[config.mk]
export PLATFORM = sky130hd
export DESIGN_NAME = io_fabric
export DESIGN_NICKNAME = d
export VERILOG_FILES = /design/src/rtl/io_fabric.sv
export SDC_FILE = /design/constraint.sdc
export NUM_CORES = 1
export LEC_CHECK = 0
export ABC_AREA = 1
export CORE_ASPECT_RATIO = 0.9
export CORE_MARGIN = 5
export CORE_UTILIZATION = 41
export CTS_CLUSTER_SIZE = 12
export DETAILED_ROUTE_END_ITERATION = 8
export PLACE_DENSITY = 0.86
export SKIP_CTS_REPAIR_TIMING = 1
export SYNTH_ARGS = -nofsm -noshare
export SYNTH_HDL_FRONTEND = slang
export SYNTH_SLANG_ARGS = --single-unit
export TNS_END_PERCENT = 20
[constraint.sdc]
create_clock -name clk_i -period 4.2 [get_ports clk_i]
set_input_delay 0.63 -clock clk_i [delete_from_list [all_inputs] [get_ports clk_i]]
set_output_delay 0.63 -clock clk_i [all_outputs]
set_load 0.01 [all_outputs]
[src/rtl/io_fabric.sv]
// -----------------------------------------------------------------------------
// io_fabric
//   Address decoder and IO glue for an 8-bit CPU with a 16-bit address bus.
//   Steers each access to ROM, RAM, the three control registers or one of
//   NUM_SLOTS peripheral slots. Slot reads may stall the CPU for a per-slot
//   number of wait states.
//
//   The control registers are:
//     0x0000  bank low byte
//     0x0001  bank high byte
//     0x0002  bit0 = ROM disable
//   The bank register selects which slot the IO page talks to.
//
// Ports
//   clk_i, rst_i        clock, asynchronous active-high reset
//   addr_i/we_i/data_i  CPU address, write strobe, write data
//   data_o, rdy_o       CPU read data, ready (0 = stall)
//   ram_cs_o/rom_cs_o   memory chip selects (combinational)
//   ram_data_i/rom_data_i  memory read data
//   slot_rd_o           one-hot slot read select (combinational)
//   slot_wr_o           one-hot slot write pulse (registered)
//   slot_addr_o/slot_wdata_o  registered address low byte / write data
//   slot_rdata_i        packed slot read data, slot k in [8k+7:8k]
//   slot_wait_i         packed static wait counts, slot k in [WAIT_W*k +: WAIT_W]
//   bank_o, rom_en_o    control register state
// -----------------------------------------------------------------------------
module io_fabric #(
    parameter int          NUM_SLOTS = 8,
    parameter int          WAIT_W    = 3,
    parameter logic [7:0]  IO_PAGE   = 8'hFE
) (
    input  logic                          clk_i,
    input  logic                          rst_i,
    input  logic [15:0]                   addr_i,
    input  logic                          we_i,
    input  logic [7:0]                    data_i,
    output logic [7:0]                    data_o,
    output logic                          rdy_o,
    output logic                          ram_cs_o,
    output logic                          rom_cs_o,
    input  logic [7:0]                    ram_data_i,
    input  logic [7:0]                    rom_data_i,
    output logic [NUM_SLOTS-1:0]          slot_rd_o,
    output logic [NUM_SLOTS-1:0]          slot_wr_o,
    output logic [7:0]                    slot_addr_o,
    output logic [7:0]                    slot_wdata_o,
    input  logic [NUM_SLOTS*8-1:0]        slot_rdata_i,
    input  logic [NUM_SLOTS*WAIT_W-1:0]   slot_wait_i,
    output logic [15:0]                   bank_o,
    output logic                          rom_en_o
);

    typedef enum logic [1:0] {ST_IDLE, ST_WAIT, ST_DONE} state_t;

    localparam logic [WAIT_W-1:0] CNT_ONE = WAIT_W'(1);

    state_t                 r_state;
    logic [WAIT_W-1:0]      r_cnt;
    logic [15:0]            r_bank;
    logic                   r_rom_dis;
    logic [NUM_SLOTS-1:0]   r_slot_wr;
    logic [7:0]             r_slot_addr;
    logic [7:0]             r_slot_wdata;

    logic                   w_rom_page;
    logic                   w_io_page;
    logic                   w_hi_win;
    logic                   w_reg_win;
    logic                   w_low_ram;
    logic [NUM_SLOTS-1:0]   w_sel;
    logic                   w_slot_hit;
    logic [7:0]             w_slot_rdata;
    logic [WAIT_W-1:0]      w_slot_wait;
    logic [7:0]             w_reg_rdata;
    logic                   w_trigger;
    logic                   w_not_wait;

    // Decode in priority order; each window excludes all higher ones so the
    // selects are mutually exclusive by construction.
    assign w_rom_page = (addr_i[15:8] == 8'hFF);
    assign w_io_page  = !w_rom_page && (addr_i[15:8] == IO_PAGE);
    assign w_hi_win   = !w_rom_page && !w_io_page &&
                        (addr_i >= 16'hE000) && (addr_i <= 16'hFDFF);
    assign w_reg_win  = !w_rom_page && !w_io_page && !w_hi_win &&
                        (addr_i <= 16'h0002);
    assign w_low_ram  = !w_rom_page && !w_io_page && !w_hi_win && !w_reg_win;

    // A bank value outside the populated slots matches no slot, so the
    // access falls through to "unmapped" with no select asserted.
    genvar gi;
    generate
        for (gi = 0; gi < NUM_SLOTS; gi++) begin : g_slot
            assign w_sel[gi] = w_io_page && (r_bank == 16'(gi));
        end
    endgenerate

    assign w_slot_hit = |w_sel;

    always_comb begin
        w_slot_rdata = 8'h00;
        w_slot_wait  = '0;
        for (int k = 0; k < NUM_SLOTS; k++) begin
            if (w_sel[k]) begin
                w_slot_rdata = w_slot_rdata | slot_rdata_i[k*8 +: 8];
                w_slot_wait  = w_slot_wait  | slot_wait_i[k*WAIT_W +: WAIT_W];
            end
        end
    end

    always_comb begin
        case (addr_i[1:0])
            2'd0:    w_reg_rdata = r_bank[7:0];
            2'd1:    w_reg_rdata = r_bank[15:8];
            default: w_reg_rdata = {7'b0, r_rom_dis};
        endcase
    end

    assign rom_cs_o  = w_rom_page || (w_hi_win && !r_rom_dis);
    assign ram_cs_o  = (w_hi_win && r_rom_dis) || w_low_ram;
    assign slot_rd_o = w_sel;

    always_comb begin
        if (rom_cs_o)        data_o = rom_data_i;
        else if (ram_cs_o)   data_o = ram_data_i;
        else if (w_reg_win)  data_o = w_reg_rdata;
        else if (w_slot_hit) data_o = w_slot_rdata;
        else                 data_o = 8'hFF;
    end

    // The first wait cycle is the IDLE cycle in which the slow read is seen,
    // so rdy_o must drop combinationally. Gating with rst_i keeps rdy_o high
    // for the whole reset even if the CPU still presents the slow address.
    assign w_trigger  = !rst_i && (r_state == ST_IDLE) && !we_i &&
                        w_slot_hit && (w_slot_wait != '0);
    assign w_not_wait = (r_state != ST_WAIT);
    assign rdy_o      = !(w_trigger || (r_state == ST_WAIT));

    // r_cnt holds the stall cycles still to come after the current one.
    always_ff @(posedge clk_i or posedge rst_i) begin
        if (rst_i) begin
            r_state <= ST_IDLE;
            r_cnt   <= '0;
        end else begin
            case (r_state)
                ST_IDLE: begin
                    if (w_trigger) begin
                        if (w_slot_wait == CNT_ONE) begin
                            r_state <= ST_DONE;
                        end else begin
                            r_state <= ST_WAIT;
                            r_cnt   <= w_slot_wait - CNT_ONE;
                        end
                    end
                end
                ST_WAIT: begin
                    if (r_cnt == CNT_ONE) r_state <= ST_DONE;
                    else                  r_cnt   <= r_cnt - CNT_ONE;
                end
                ST_DONE: r_state <= ST_IDLE;
                default: r_state <= ST_IDLE;
            endcase
        end
    end

    // Control registers and slot write port. Writes are ignored while the
    // CPU is stalled so the bank cannot move under an in-flight slot read.
    always_ff @(posedge clk_i or posedge rst_i) begin
        if (rst_i) begin
            r_bank       <= 16'h0000;
            r_rom_dis    <= 1'b0;
            r_slot_wr    <= '0;
            r_slot_addr  <= 8'h00;
            r_slot_wdata <= 8'h00;
        end else begin
            r_slot_addr  <= addr_i[7:0];
            r_slot_wdata <= data_i;
            r_slot_wr    <= (we_i && w_not_wait) ? w_sel : '0;
            if (we_i && w_not_wait && w_reg_win) begin
                case (addr_i[1:0])
                    2'd0:    r_bank[7:0]  <= data_i;
                    2'd1:    r_bank[15:8] <= data_i;
                    default: r_rom_dis    <= data_i[0];
                endcase
            end
        end
    end

    assign slot_wr_o    = r_slot_wr;
    assign slot_addr_o  = r_slot_addr;
    assign slot_wdata_o = r_slot_wdata;
    assign bank_o       = r_bank;
    assign rom_en_o     = !r_rom_dis;

endmodule

==> results.txt, run 1 <==
htree depth: 2
total power: 1.011 mW
CP max-delay cell: clkdlybuf4s50_1
Hold Fails Final Rpt: 0
Flop pwr share: 44.8%
worst-path fanout max: 14
CP Buf/Inv Count: 6
crit path DAT: 3.27 ns
Primary FF master, synth: dfrtp_1
clock group share of total power: 33.7%
Nets: 824
Critical Path Sink Type: primary output
Internal Power: 0.7751 mW
TritonCTS Buffers: 5
DR iter-0 viols: 316
Mapped Nets: 612
Slew headroom: 38.04%
clock slew at the register clock pins of the worst setup and hold paths: 0.09 ns
r2r setup slk: 1.16 ns
Comb pwr share: 21.4%
GP Congestion: 0.9419
Die W: 103.7 um
ratio of cells with drive above 1 in the final layout: 9.289%
minimum clock period: 3.902 ns
final WL: 13,220 um
Fmax: 256.3 MHz
Avg Inst Size Synth: 6.803 um2
Pleak: 2.620 nW
routed len/inst: 16.84 um
io pins: 191
status: finished clean
WS Path Type: input port to primary output
Starting Density: 42.50%
peak supply drop: 334.1 uV
Max Cap Viol: 0
Yosys cell types: 34
clock latency on the worst-skew pair: 0.30 ns
post-synthesis cell count: 476
fin worst setup slack: 0.2981 ns
Startpoint Class: input port
post-synth top area share: 35.55%
# setup viols final: 0
# diodes: 0
Hold Crit Class: flip-flop to flip-flop
Synth warnings: 0
Slew @ Worst Pin: 0.9280 ns
Port Buffers: 190
pre-CTS setup slack: -0.04868 ns
CP delay by family, top: buffers and inverters
Worst Hold Depth: 2
CTS Buffer Depth: 2
Post-synth EDFFs: 0
via count: 4,090
hold path endpoint: r_cnt[1]$_DFFE_PP0P_
synthesis-to-finish area growth: 70.36%
PD cells: 183.2 nW/um2
TritonCTS clock tree: done
RSZ-0062 raised after global routing: no
Routed Antenna Nets: 0
largest net degree at the start of global routing: 47
hold_sp: r_cnt[1]$_DFFE_PP0P_
fin crit share: 92.90%
residual DRC count: 0
sw frac: 23.30%
Synth area leaders: dfrtp_1 36%, nand2_1 16%, nand4_1 7.7%
total gr overflow: 0
Worst R2R Path Depth: 21
HPWL after detailed placement: 10,870 um
Critical Path RT: 3.57 ns
Sw Pwr: 0.2355 mW
met2 Use GR: 45.06%
GRT Total Usage: 25.65%
ys async rst share: 100.0%
Die Ht: 94.31 um
core region area: 7620 um2
CP most frequent cell: nor2_1
first-pass GRT wire length: 20,360 um
FP Rows: 30
CP peak stage delay: 0.54 ns
Setup Skew: 0.006915 ns
Multi-input gate area: 1772 um2
met1 usage: 30.66%
vias in the first global route: 4,096
cell taking the most area after synthesis: dfrtp_1
Via density: 5.210
initial antenna violation count: 0
sequential-to-total area share from yosys stat: 35.55%
die area: 9778 um2
grt met3 use: 4.674%
Post-Route Setup TNS: 0 ns
R2R Path Start: bank_o[15]$_DFFE_PP0P_
Root Buffer Master: clkbuf_8
hold_ws: 0.5352 ns
FF+latch count, synth: 46
clk sinks: 46
max-slew violations: 0
Mapped Area: 3238 um2
critical path startpoint: addr_i[13]
Reg area: 1151 um2
Initial DRT Pass Iterations: 5
grt peak-use layer: met2
crit path cell chain: clkdlybuf4s50_1 > nand4_2 > nor2_4 > buf_12 > buf_4 > nand3_2 > inv_1 > a22o_1 > nor3_1 > ha_1 > ha_1 > nor2_1 > nand2_1 > nor2_1 > inv_1 > a21oi_2 > nor2_1 > dlymetal6s2s_1
R2R Path End: r_cnt[2]$_DFFE_PP0P_
fill count: 617
==> cells by family (layout without fill, tap and decap cells) <==
family | after synthesis | in the layout | share of synthesized area [%]
compound gates | 59 | 59 | 10.47
xor+xnor | 1 | 1 | 0.2705
fa+ha+maj | 5 | 5 | 1.932
buf+inv | 76 | 289 | 9.892
flops | 46 | 46 | 35.55
mux | 1 | 1 | 0.3091
simple gates | 288 | 288 | 41.58
==> worst max path at each step <==
stage,to,depth (start not counted)
floorplan,rdy_o,17
global placement,rdy_o,17
detailed placement,rdy_o,17
CTS,rdy_o,17
global route,rdy_o,18
finish,rdy_o,18
==> Yosys cell counts, types with 2 or more instances <==
master and number:
nand2_1 135, nor2_1 63, inv_1 62, dfrtp_1 46
nand4_1 40, o21ai_0 40, nand3_1 21, nand3_2 7
a21oi_1 6, a22o_1 6, nor2_2 6, ha_1 5
nor2_4 5, buf_2 4, buf_4 4, inv_2 3
nand2_2 3, buf_6 2, nor4_1 2, o211ai_1 2
==> routing by layer <==
| metal | routed length [um] | vias up | part of all wire, % |
|---|---|---|---|
| met5 | 0 | - | 0 |
| met4 | 544 | 0 | 4.1 |
| met3 | 990 | 47 | 7.5 |
| met2 | 6467 | 199 | 49 |
| met1 | 5222 | 1858 | 39 |
| li1 | - | 1986 | - |
==> cell type report <==
type	count	share of cell area, %
Multi-Input combinational cell	354	32.12
Inverter	65	4.423
Timing Repair Buffer	216	38.29
Clock buffer	5	1.247
Tap cell	96	2.177
Clock inverter	3	0.8846
Sequential cell	46	20.87
==> tightest hold or removal path, cell delays in order (launching register included) <==
cell	delay, ns
dfrtp_1	0.36
nand3_1	0.07
nand2_1	0.07
==> flip-flops by register name (all words and copies together), names as in the netlist <==
name          count
r_state           2
slot_wdata_o      8
r_cnt             3
slot_addr_o       8
slot_wr_o         8
r_rom_dis         1
bank_o           16
==> cell usage in the layout, fill, tap and decap left out, types with 5 or more instances in the layout <==
cell type,n
nor2_1,63
buf_4,25
dfrtp_1,46
clkdlybuf4s50_1,189
nor2_2,6
inv_1,61
ha_1,5
o21ai_0,40
nand3_1,20
nand4_1,40
a21oi_1,6
nor2_4,5
clkbuf_8,5
a22o_1,6
nand2_1,135
nand3_2,8
==> through the flow <==
stage	instance area (um2)	instances	utilization (%)
global route	5517	785	72.40
detailed placement	5391	777	70.76
floorplan	3238	476	-
global placement	5391	777	70.76
finish	5517	785	72.40
CTS	5509	785	72.30
==> power groups by stage <==
stage / logic, mW / registers, mW / clock network [mW]
floorplan: 0.0390 / 0.466 / 0
global placement: 0.212 / 0.461 / 0
detailed placement: 0.217 / 0.462 / 0
CTS: 0.218 / 0.453 / 0.350
global route: 0.230 / 0.454 / 0.373
finish: 0.217 / 0.453 / 0.341
Note: power is estimated with default switching activity, not from simulation.
==> inputs of run 2 (changes only) <==
Settings changed: PLACE_DENSITY 0.86 to 0.85.
==> run 2 against run 1 <==
Sequential cell count did not move. Non-clock buffer count fell by 5. Wire length fell by 0.51%. Largest cell class unchanged. Register-to-register slack improved by 0.03 ns. Global-route usage fell by 0.062 points.
==> results.txt, run 2 (synthesis gave the netlist of run 1 again) <==
vias in the first global route: 4,119 (+0.56%)
residual DRC count: 0 (unchanged)
synthesis-to-finish area growth: 68.35%
total power: 0.9406 mW (-6.9%)
Critical Path Sink Type: primary output
Routed Antenna Nets: 0 (unchanged)
Nets: 819 (-0.61%)
clock slew at the register clock pins of the worst setup and hold paths: 0.08 ns (about the same)
ratio of cells with drive above 1 in the final layout: 8.626% (-0.66 points)
Starting Density: 42.50% (unchanged)
R2R Path Start: bank_o[15]$_DFFE_PP0P_
FP Rows: 30 (unchanged)
# diodes: 0 (unchanged)
hold_ws: 0.5181 ns (-0.01712 ns)
fin worst setup slack: 0.3117 ns (+0.01361 ns)
core region area: 7620 um2 (unchanged)
critical path startpoint: addr_i[8]
grt met3 use: 5.017% (+0.34 points)
WS Path Type: input port to primary output
most frequent cells in the layout: 189 x clkdlybuf4s50_1, 135 x nand2_1, 63 x nor2_1, 61 x inv_1, 46 x dfrtp_1
Hold Crit Class: flip-flop to flip-flop
Initial DRT Pass Iterations: 5 (unchanged)
crit path DAT: 3.26 ns (about the same)
TritonCTS clock tree: done
fill count: 623 (+0.97%)
pre-CTS setup slack: -0.03810 ns (+0.01058 ns)
DR iter-0 viols: 351 (+11%)
Placed Area: 5354 um2 (-0.70%)
Pleak: 2.582 nW (-1.5%)
Via density: 5.203 (-0.15%)
Max Cap Viol: 0 (unchanged)
PD cells: 172.5 nW/um2 (-5.8%)
final instance area: 5451 um2 (-1.2%)
HPWL after detailed placement: 10,770 um (-0.94%)
TritonCTS Buffers: 5 (unchanged)
routed len/inst: 16.87 um (+0.12%)
htree depth: 2 (unchanged)
first-pass GRT wire length: 20,150 um (-1.0%)
die area: 9778 um2 (unchanged)
# setup viols final: 0 (unchanged)
grt peak-use layer: met2
minimum clock period: 3.888 ns (-0.01361 ns)
status: finished clean
final WL: 13,160 um (-0.51%)
worst-path fanout max: 24 (+10)
Startpoint Class: input port
largest net degree at the start of global routing: 47 (unchanged)
max-slew violations: 0 (unchanged)
total gr overflow: 0 (unchanged)
CTS Buffer Depth: 2 (unchanged)
Post-Route Setup TNS: 0 ns (unchanged)
clk sinks: 46 (unchanged)
Die Ht: 94.31 um (unchanged)
GP Congestion: 0.9568 (+1.6%)
via count: 4,058 (-0.78%)
Die W: 103.7 um (unchanged)
met2 Use GR: 45.86% (+0.80 points)
initial antenna violation count: 0 (unchanged)
Slew @ Worst Pin: 0.9307 ns (+0.002758 ns)
hold_sp: r_cnt[1]$_DFFE_PP0P_
RSZ-0062 raised after global routing: no
Slew headroom: 37.86% (-0.18 points)
fin crit share: 92.58% (-0.32 points)
Critical Path RT: 3.57 ns (about the same)
most common cell after layout, fill and taps aside: clkdlybuf4s50_1
Port Buffers: 190 (unchanged)
Fmax: 257.2 MHz (+0.35%)
Hold Fails Final Rpt: 0 (unchanged)
max reg flops: 16 (unchanged)
clock latency on the worst-skew pair: 0.30 ns (about the same)
GRT Total Usage: 25.58% (-0.062 points)
Setup Skew: 0.01175 ns (+0.004836 ns)
met1 usage: 30.28% (-0.39 points)
Root Buffer Master: clkbuf_8
io pins: 191 (unchanged)
peak supply drop: 199.6 uV (-40%)
## run 2: final cells by class
cell class | instances | area, um2 | area share [%]
well taps | 96 | 120.1 | 2.203
multi-input cells | 354 | 1772 | 32.50
clock inverters | 3 | 21.27 | 0.3902
clock buffers | 5 | 68.82 | 1.262
flip-flops and latches | 46 | 1151 | 21.12
inverters | 65 | 244.0 | 4.476
repair buffers | 211 | 2074 | 38.05
## run 2: through the flow
stage,std cells,util (%)
detailed placement,772,70.26
finish,780,71.54
global placement,772,70.26
global route,780,71.54
floorplan,476,-
CTS,780,71.45
## run 2: per-layer routing
layer | share of wire, % | vias to the layer above | routed length [um]
met4 | 3.2 | 0 | 418
met1 | 40 | 1851 | 5229
met5 | 0 | - | 0
met3 | 7.2 | 37 | 946
met2 | 50 | 195 | 6560
li1 | - | 1975 | -
## run 2: power breakdown
group | switching (mW) | internal (mW) | total (mW)
logic | 0.0732 | 0.143 | 0.216
registers | 0.00249 | 0.451 | 0.453
clock network | 0.154 | 0.117 | 0.271
## run 2: final timing paths
check	cells past startpoint	endpoint	slack [ns]
worst min register to register	2	r_cnt[1]$_DFFE_PP0P_	0.52
min in group asynchronous	2	slot_wr_o[0]$_DFF_PP0_	0.89
worst min-delay path	2	r_cnt[1]$_DFFE_PP0P_	0.52
max in group asynchronous	2	slot_wdata_o[3]$_DFF_PP0_	2.74
worst max register to register	19	r_cnt[1]$_DFFE_PP0P_	1.19
worst max-delay path	14	data_o[4]	0.31
## run 2: critical path: stages
cell and delay (ns):
clkdlybuf4s50_1 0.51, inv_1 0.05, nand4_1 0.13, nor2_4 0.06, buf_12 0.16, nand3_1 0.15, buf_4 0.16, nand2_1 0.06
nor2_1 0.12, nand3_2 0.24, nand3_1 0.20, nand2_1 0.08, a21oi_1 0.14, clkdlybuf4s50_1 0.55
==> inputs of run 3 (changes only) <==
Settings changed: HOLD_SLACK_MARGIN from default to 0.02.
==> results of run 3 <==
The final DEF is identical to that of run 2; final timing and power are the same.
